$ cat config.mk
export PLATFORM = sky130hd
export DESIGN_NAME = exu_alu_stage
export DESIGN_NICKNAME = d
export VERILOG_FILES = /design/src/rtl/exu_alu_stage.sv
export SDC_FILE = /design/constraint.sdc
export NUM_CORES = 1
export LEC_CHECK = 0
export CORE_MARGIN = 3
export CORE_UTILIZATION = 45
export CTS_CLUSTER_SIZE = 24
export DETAILED_ROUTE_END_ITERATION = 7
export GPL_TIMING_DRIVEN = 0
export PLACE_DENSITY = 0.81
export SYNTH_ARGS = -nofsm -noshare
export SYNTH_HDL_FRONTEND = slang
export SYNTH_SLANG_ARGS = --single-unit
$ cat constraint.sdc
create_clock -name clk -period 1.7 [get_ports clk]
set_input_delay 0.34 -clock clk [delete_from_list [all_inputs] [get_ports clk]]
set_output_delay 0.34 -clock clk [all_outputs]
set_load 0.1 [all_outputs]
$ cat src/rtl/exu_alu_stage.sv
// Execute-stage wrapper around an external ALU: operand register, ALU drive, 2-entry result buffer.
// Optional performance counters (perf_ops, perf_stall) are built when EXU_ALU_PERF_EN is defined.
module exu_alu_stage #(
  parameter int DATA_W   = 32,
  parameter int FUNC_W   = 4,
  parameter int FUNC_MAX = 10,
  parameter int RD_W     = 5
) (
  input  logic              clk,
  input  logic              rst,
  input  logic              in_valid,
  output logic              in_ready,
  input  logic [DATA_W-1:0] in_rs1,
  input  logic [DATA_W-1:0] in_rs2,
  input  logic [DATA_W-1:0] in_imm,
  input  logic              in_b_sel,
  input  logic [FUNC_W-1:0] in_func,
  input  logic [RD_W-1:0]   in_rd,
  output logic [DATA_W-1:0] alu_a,
  output logic [DATA_W-1:0] alu_b,
  output logic [FUNC_W-1:0] alu_func,
  input  logic [DATA_W-1:0] alu_result,
  output logic              out_valid,
  input  logic              out_ready,
  output logic [DATA_W-1:0] out_result,
  output logic [RD_W-1:0]   out_rd,
  output logic              out_wen,
  output logic              out_illegal
`ifdef EXU_ALU_PERF_EN
  ,
  output logic [31:0]       perf_ops,
  output logic [31:0]       perf_stall
`endif
);

  logic              op_valid;
  logic              op_illegal;
  logic [RD_W-1:0]   op_rd;

  logic [DATA_W-1:0] buf_result  [2];
  logic [RD_W-1:0]   buf_rd      [2];
  logic              buf_wen     [2];
  logic              buf_illegal [2];
  logic [1:0]        count;
  logic              rd_ptr;
  logic              wr_ptr;

  logic              pop;
  logic              push;
  logic              push_ok;
  logic              accept;
  logic [DATA_W-1:0] push_result;
  logic              push_wen;

  // A pop on the same edge frees a slot, so a full buffer can still take a push.
  always_comb begin
    pop         = (count != 2'd0) && out_ready;
    push_ok     = (count != 2'd2) || pop;
    push        = op_valid && push_ok;
    in_ready    = !op_valid || push_ok;
    accept      = in_valid && in_ready;
    push_result = op_illegal ? '0 : alu_result;
    push_wen    = (op_rd != '0) && !op_illegal;
  end

  always_ff @(posedge clk or negedge rst) begin
    if (!rst) begin
      op_valid   <= 1'b0;
      op_illegal <= 1'b0;
      op_rd      <= '0;
      alu_a      <= '0;
      alu_b      <= '0;
      alu_func   <= '0;
    end else begin
      if (accept) begin
        op_valid   <= 1'b1;
        op_illegal <= (32'(in_func) >= FUNC_MAX);
        op_rd      <= in_rd;
        alu_a      <= in_rs1;
        alu_b      <= in_b_sel ? in_imm : in_rs2;
        alu_func   <= in_func;
      end else if (push) begin
        op_valid <= 1'b0;
      end
    end
  end

  always_ff @(posedge clk or negedge rst) begin
    if (!rst) begin
      count  <= 2'd0;
      rd_ptr <= 1'b0;
      wr_ptr <= 1'b0;
      for (int unsigned i = 0; i < 2; i++) begin
        buf_result[i]  <= '0;
        buf_rd[i]      <= '0;
        buf_wen[i]     <= 1'b0;
        buf_illegal[i] <= 1'b0;
      end
    end else begin
      if (push) begin
        buf_result[wr_ptr]  <= push_result;
        buf_rd[wr_ptr]      <= op_rd;
        buf_wen[wr_ptr]     <= push_wen;
        buf_illegal[wr_ptr] <= op_illegal;
        wr_ptr              <= ~wr_ptr;
      end
      if (pop) begin
        rd_ptr <= ~rd_ptr;
      end
      case ({push, pop})
        2'b10:   count <= count + 2'd1;
        2'b01:   count <= count - 2'd1;
        default: count <= count;
      endcase
    end
  end

  always_comb begin
    out_valid   = (count != 2'd0);
    out_result  = buf_result[rd_ptr];
    out_rd      = buf_rd[rd_ptr];
    out_wen     = buf_wen[rd_ptr];
    out_illegal = buf_illegal[rd_ptr];
  end

`ifdef EXU_ALU_PERF_EN
  always_ff @(posedge clk or negedge rst) begin
    if (!rst) begin
      perf_ops   <= '0;
      perf_stall <= '0;
    end else begin
      if (push) begin
        perf_ops <= perf_ops + 32'd1;
      end
      if (op_valid && !push_ok) begin
        perf_stall <= perf_stall + 32'd1;
      end
    end
  end
`endif

endmodule

Word level (Yosys, flattened, before mapping)
Cells that the tools add are included.

word-level totals
  flip-flop bits (word level) = 157
  input bits = 142
  word-level logic and storage cells = 70

cells by class
  add/sub/neg operators = 2
  magnitude comparators = 4
  equality and inequality tests = 3
  multiplexer cells = 27
  bitwise logic cells = 4
  reductions and logical operators = 13

operators by type and width
  kind                                                         number
  2-to-1 mux 32 bit                                            6
  bitwise mux 64 bit                                           1
  demux 32 bit (select 1 bit)                                  1
  2-to-1 mux 5 bit                                             4
  bitwise mux 10 bit                                           1
  2-to-1 mux 1 bit                                             9
  nonzero test 2 bit                                           3
  demux 5 bit (select 1 bit)                                   1
  logical AND 1 bit                                            5
  nonzero test 5 bit                                           1
  bitwise mux 2 bit                                            2
  >= comparator 2 bit (second input constant)                  2
  >= comparator 4 bit (second input constant)                  1
  inverter 1 -> 2 bit                                          2
  case mux 2 bit (2 select lines)                              1
  adder 2 x 1 -> 2 bit (second input constant)                 1
  == test 2 x 1 -> 1 bit (second input constant)               1
  == test 2 bit (second input constant)                        1
  zero test 1 bit                                              2
  logical OR 1 bit                                             2
  less-than comparator 2 x 1 -> 1 bit (second input constant)  1
  inequality test 2 bit (second input constant)                1
  inverter 1 bit                                               2
  subtractor 2 x 1 -> 2 bit (second input constant)            1
  demux 1 bit (select 1 bit)                                   1

Longest topological paths before layout
  depth after elaboration = 6
  mapped depth = 6
  mapped depth without buffers = 6

Worst setup path before layout
No wires, ideal clock.

  path kind = register to register
  start point = register count[0]
  end point = register count[1]
  library setup time = 79 ps
  arrival time = 1,797 ps
  data required time = 1,621 ps
  path slack = -177 ps
  stages on the path, launching flop included = 6
  path buffers = 0
  cells stage by stage = dfrtp_1 > or2_2 > and2_1 > ha_1 > nor2_1 > xor2_1

on the way
  cells in the longest elaborated chain, start to end = 6
  elaborated cells between the ends (all ways) = 11
  those cells by class = add/sub: 2; eq/ne: 3; mux: 1; reduce/logical: 5

RTL lines
  item                                                                   line  source
  start, declared                                                        44    logic [1:0] count;
  start signal, assigned                                                 111   2'b10: count <= count + 2'd1;
  start signal, assigned                                                 112   2'b01: count <= count - 2'd1;
  start signal, assigned                                                 113   default: count <= count;
  nonzero test 2 bit (*)                                                 --
  named net out_valid                                                    23    output logic out_valid,
  logical AND 1 bit (*)                                                  57    pop = (count != 2'd0) && out_ready;
  named net pop                                                          48    logic pop;
  logical OR 1 bit                                                       58    push_ok = (count != 2'd2) || pop;
  logical AND 1 bit                                                      59    push = op_valid && push_ok;
  == test 2 x 1 -> 1 bit or == test 2 bit (tied branches)                110   case ({push, pop})
  case mux 2 bit (2 select lines) or nonzero test 2 bit (tied branches)  --

Mark *: on every way through the listed nets, which the timed path passes. The rest lies on a longest branch.
A chain may end at the register's enable or synchronous reset.

Worst setup path after layout
  start point = register rd_ptr
  end point = output out_rd[2]

on the way
  cells in the longest elaborated chain, start to end = 4

RTL lines
  item                                                  line  source
  start, declared                                       45    logic rd_ptr;
  start signal, assigned                                108   rd_ptr <= ~rd_ptr;
  inverter 1 -> 2 bit (not written as such)             121   out_rd = buf_rd[rd_ptr];
  2-to-1 mux 5 bit (not written as such) (3 in series)  121
  end, declared                                         26    output logic [RD_W-1:0] out_rd,

No other way between the ends. The select of a mux whose other input is x is not followed.

==> metrics.cfg <==
[setup_path]
crit_fanout=10
crit_path_end_kind=output port
crit_top_cell=buf_12
cp_top_family=buffers and inverters
required_ps=1360
cpMaxStageDelayCell=dfrtp_2
worst_ep_arrival_time_ps=1630
cpPeakStageDelay_ps=390
start_kind=flip-flop
cp_num_buf_inv=3
worstSetupPathType=flip-flop to output port
worstPathCellList=buf_12 -> buf_12 -> mux2_2 -> buf_6

[final_layout]
nNetsFinal=935
multi_input_area_um2=2980
fin_area_um2=10800
fill_cells=983
area_delta_synth_final_pct=55.2
layout_common_cells=dfrtp_1 (154), clkdlybuf4s50_1 (138), mux2_2 (136)
regArea_um2=3930
layout_commonest_cell=dfrtp_1
layout-drive-gt1-share_pct=44.7

[power]
swShare_pct=49.0
power_frac_seq_pct=23.4
clkPwrFrac_pct=15.7
irDropWorstVdd_v=0.00144
power.total_mw=24.3
power.share.combinational_pct=60.9
power.density_nw_per_um2=2260
p_leak_nw=4.78
p_sw_mw=11.9
power.internal_mw=12.4

[synthesis]
yosysTopAreaCellShare_pct=56.6
synth_cell_types=24
ys_ff_latch=157
yosysWarnings=0
synth.area.top_cells=dfrtp_1 (57%), mux2_2 (26%), mux2i_1 (4.8%), a31oi_1 (2.9%), nor2b_1 (2.9%)
syn_inst=503
synthesis.area_um2=6940
yosys.area.top_type=dfrtp_1
synth_fp_nets=646
seq_area_frac_synth_pct=56.6
syn_area_per_cell_um2=13.8

[drt]
avgViaCountPerCell=5.26
drt-met1-wl_um=7520
drtPass1Iterations=4
wl_per_cell_um=19.9
drt.antenna.violating_nets=0
drc=0
vias=5219
wl_met3_um=1630
top_layer=met4
drtIter0Drc=212
wl_um=19800
wl_met2_um=10100

[placement]
preCtsSetupSlack_ps=-1350
place_hpwl_um=13700
place.port_buffers=249
globalplace.congestion=0.831
placed_cell_area_um2=9690

[status]
status=finished, violations left
violations=setup timing

[floorplanning]
start_util_pct=46.8
ioPinCount=251
die_y_um=130
coreArea_um2=14800
die-width_um=130
dieArea_um2=16900
num_rows=44

[timing]
period_share_pct=116
fin_worst_skew_ps=7.56
slew_violations=0
rsz0062_at_grt=yes
worstMarginPinSlew_ps=772
max_freq_mhz=507
layout_min_cycle_time_ps=1970
setup-violations-final=41
worst_slack_ps=-273
slew_headroom_pct=48.6
final_hold_viol_count=0

[clock_tree]
clockRootBuffer=clkbuf_16
cts_made_buffers=17
htree_num_levels=4
clockBufferDepth=2
cts_sinks=157
clock_latency_ps=420
tritoncts=built
clk_pin_slew_ps=60

[hold_path]
holdCritPathClass=primary input to flip-flop

[global_route]
globalRouteTotalUtil_pct=23.1
grt_max_degree=82
grt_antenna_before_repair=4
grt_pass1_wl_um=30100
grt-ovfl-total=0
grt_pass1_vias=5794

[job]
cap_violations=0

kinds of logic after synthesis:
| kind of cell | count (synthesis) | synth area share, % |
|---|---|---|
| adders and majority gates | 1 | 0.180 |
| xor gates and xnor gates | 5 | 0.632 |
| DFF | 157 | 56.6 |
| buffers and inverters | 38 | 2.67 |
| AOI/OAI and AO/OA | 66 | 5.34 |
| and+or+nand+nor | 45 | 4.11 |
| muxes | 191 | 30.4 |
synthesized netlist by cell type:
library cell    n
and2_1          1
nor3_1          1
nand4bb_1       1
nor2_1          3
nor2b_1        32
ha_1            1
nand2b_1        2
or2_2           1
nand2_1         2
xor2_1          2
mux2i_1        33
buf_1           3
dfrtp_1       157
clkbuf_1       14
nor3b_2         2
inv_1           1
buf_2          16
a31oi_1        32
a21oi_1        33
o21ai_0         1
buf_4           2
xnor2_1         3
buf_6           2
mux2_2        158
worst reg2reg max path, delay by kind of cell (launching register included):
kind / cells / cell delay, ps
mux: 1 / 300
simple gates: 2 / 380
flops: 1 / 430
buf+inv: 3 / 430
sequential cells by signal (all words and copies together), names as in the netlist:
register and flops:
alu_a 32, alu_b 32, alu_func 4, buf_illegal 2, buf_rd 10, buf_result 64, buf_wen 2, count 2
op_illegal 1, op_rd 5, op_valid 1, rd_ptr 1, wr_ptr 1
final cells by class:
type	instances	share of cell area, %
Sequential cell	157	36.5
Timing Repair Buffer	271	25.4
Multi-Input combinational cell	308	27.7
Tap cell	184	2.14
Clock buffer	17	3.95
Clock inverter	15	1.59
Antenna cell	4	0.0930
Buffer	36	2.62
Inverter	1	0.0349
routing by layer:
| metal | vias up | track usage, % |
|---|---|---|
| li1 | 2389 | - |
| met1 | 2561 | 27.0 |
| met2 | 232 | 38.3 |
| met3 | 37 | 8.51 |
| met4 | 0 | 9.78 |
| met5 | - | 0 |
worst paths after layout:
kind	startpoint	end	slack, ps	cells after the start
min	out_ready	rd_ptr	440	3
max in group asynchronous	rst	alu_func[0]	360	3
max	rd_ptr	out_rd[2]	-270	4
max reg2reg	count[0]	buf_result[57]	40	6
min in group asynchronous	rst	buf_result[7]	520	2
min reg2reg	buf_result[9]	buf_result[9]	500	1
power groups by stage:
| stage | clock, mW | sequential [mW] | combinational [mW] |
|---|---|---|---|
| floorplan | 0 | 7.75 | 7.93 |
| global placement | 0 | 5.61 | 13.0 |
| detailed placement | 0 | 5.70 | 13.1 |
| CTS | 3.89 | 5.68 | 13.7 |
| global route | 4.07 | 5.85 | 15.3 |
| finish | 3.82 | 5.70 | 14.8 |
per-stage QoR:
| stage | std cells | hold WS, ps | util (%) | setup TNS (ps) |
|---|---|---|---|---|
| 2_1_floorplan | 503 | 44.4 | - | 0 |
| 3_3_place_gp | 936 | 483 | 65.2 | -976490 |
| 3_5_place_dp | 937 | 436 | 65.4 | -91560 |
| 4_1_cts | 979 | 404 | 71.4 | -9010 |
| 6_report | 993 | 435 | 72.7 | -10010 |
| 5_1_grt | 993 | 434 | 72.7 | -12160 |
timing repair:
item | 4_1_cts | 5_1_grt
endpoints found under the setup margin | 168 | 157
gates cloned | 1 | 2
pin swaps | 2 | 4
hold buffers | 1 | 0
endpoints found under the hold margin | 20 | 0
setup buffers | 8 | 9
resized for setup | 568 | 138
Note: power is estimated with default switching activity, not from simulation.
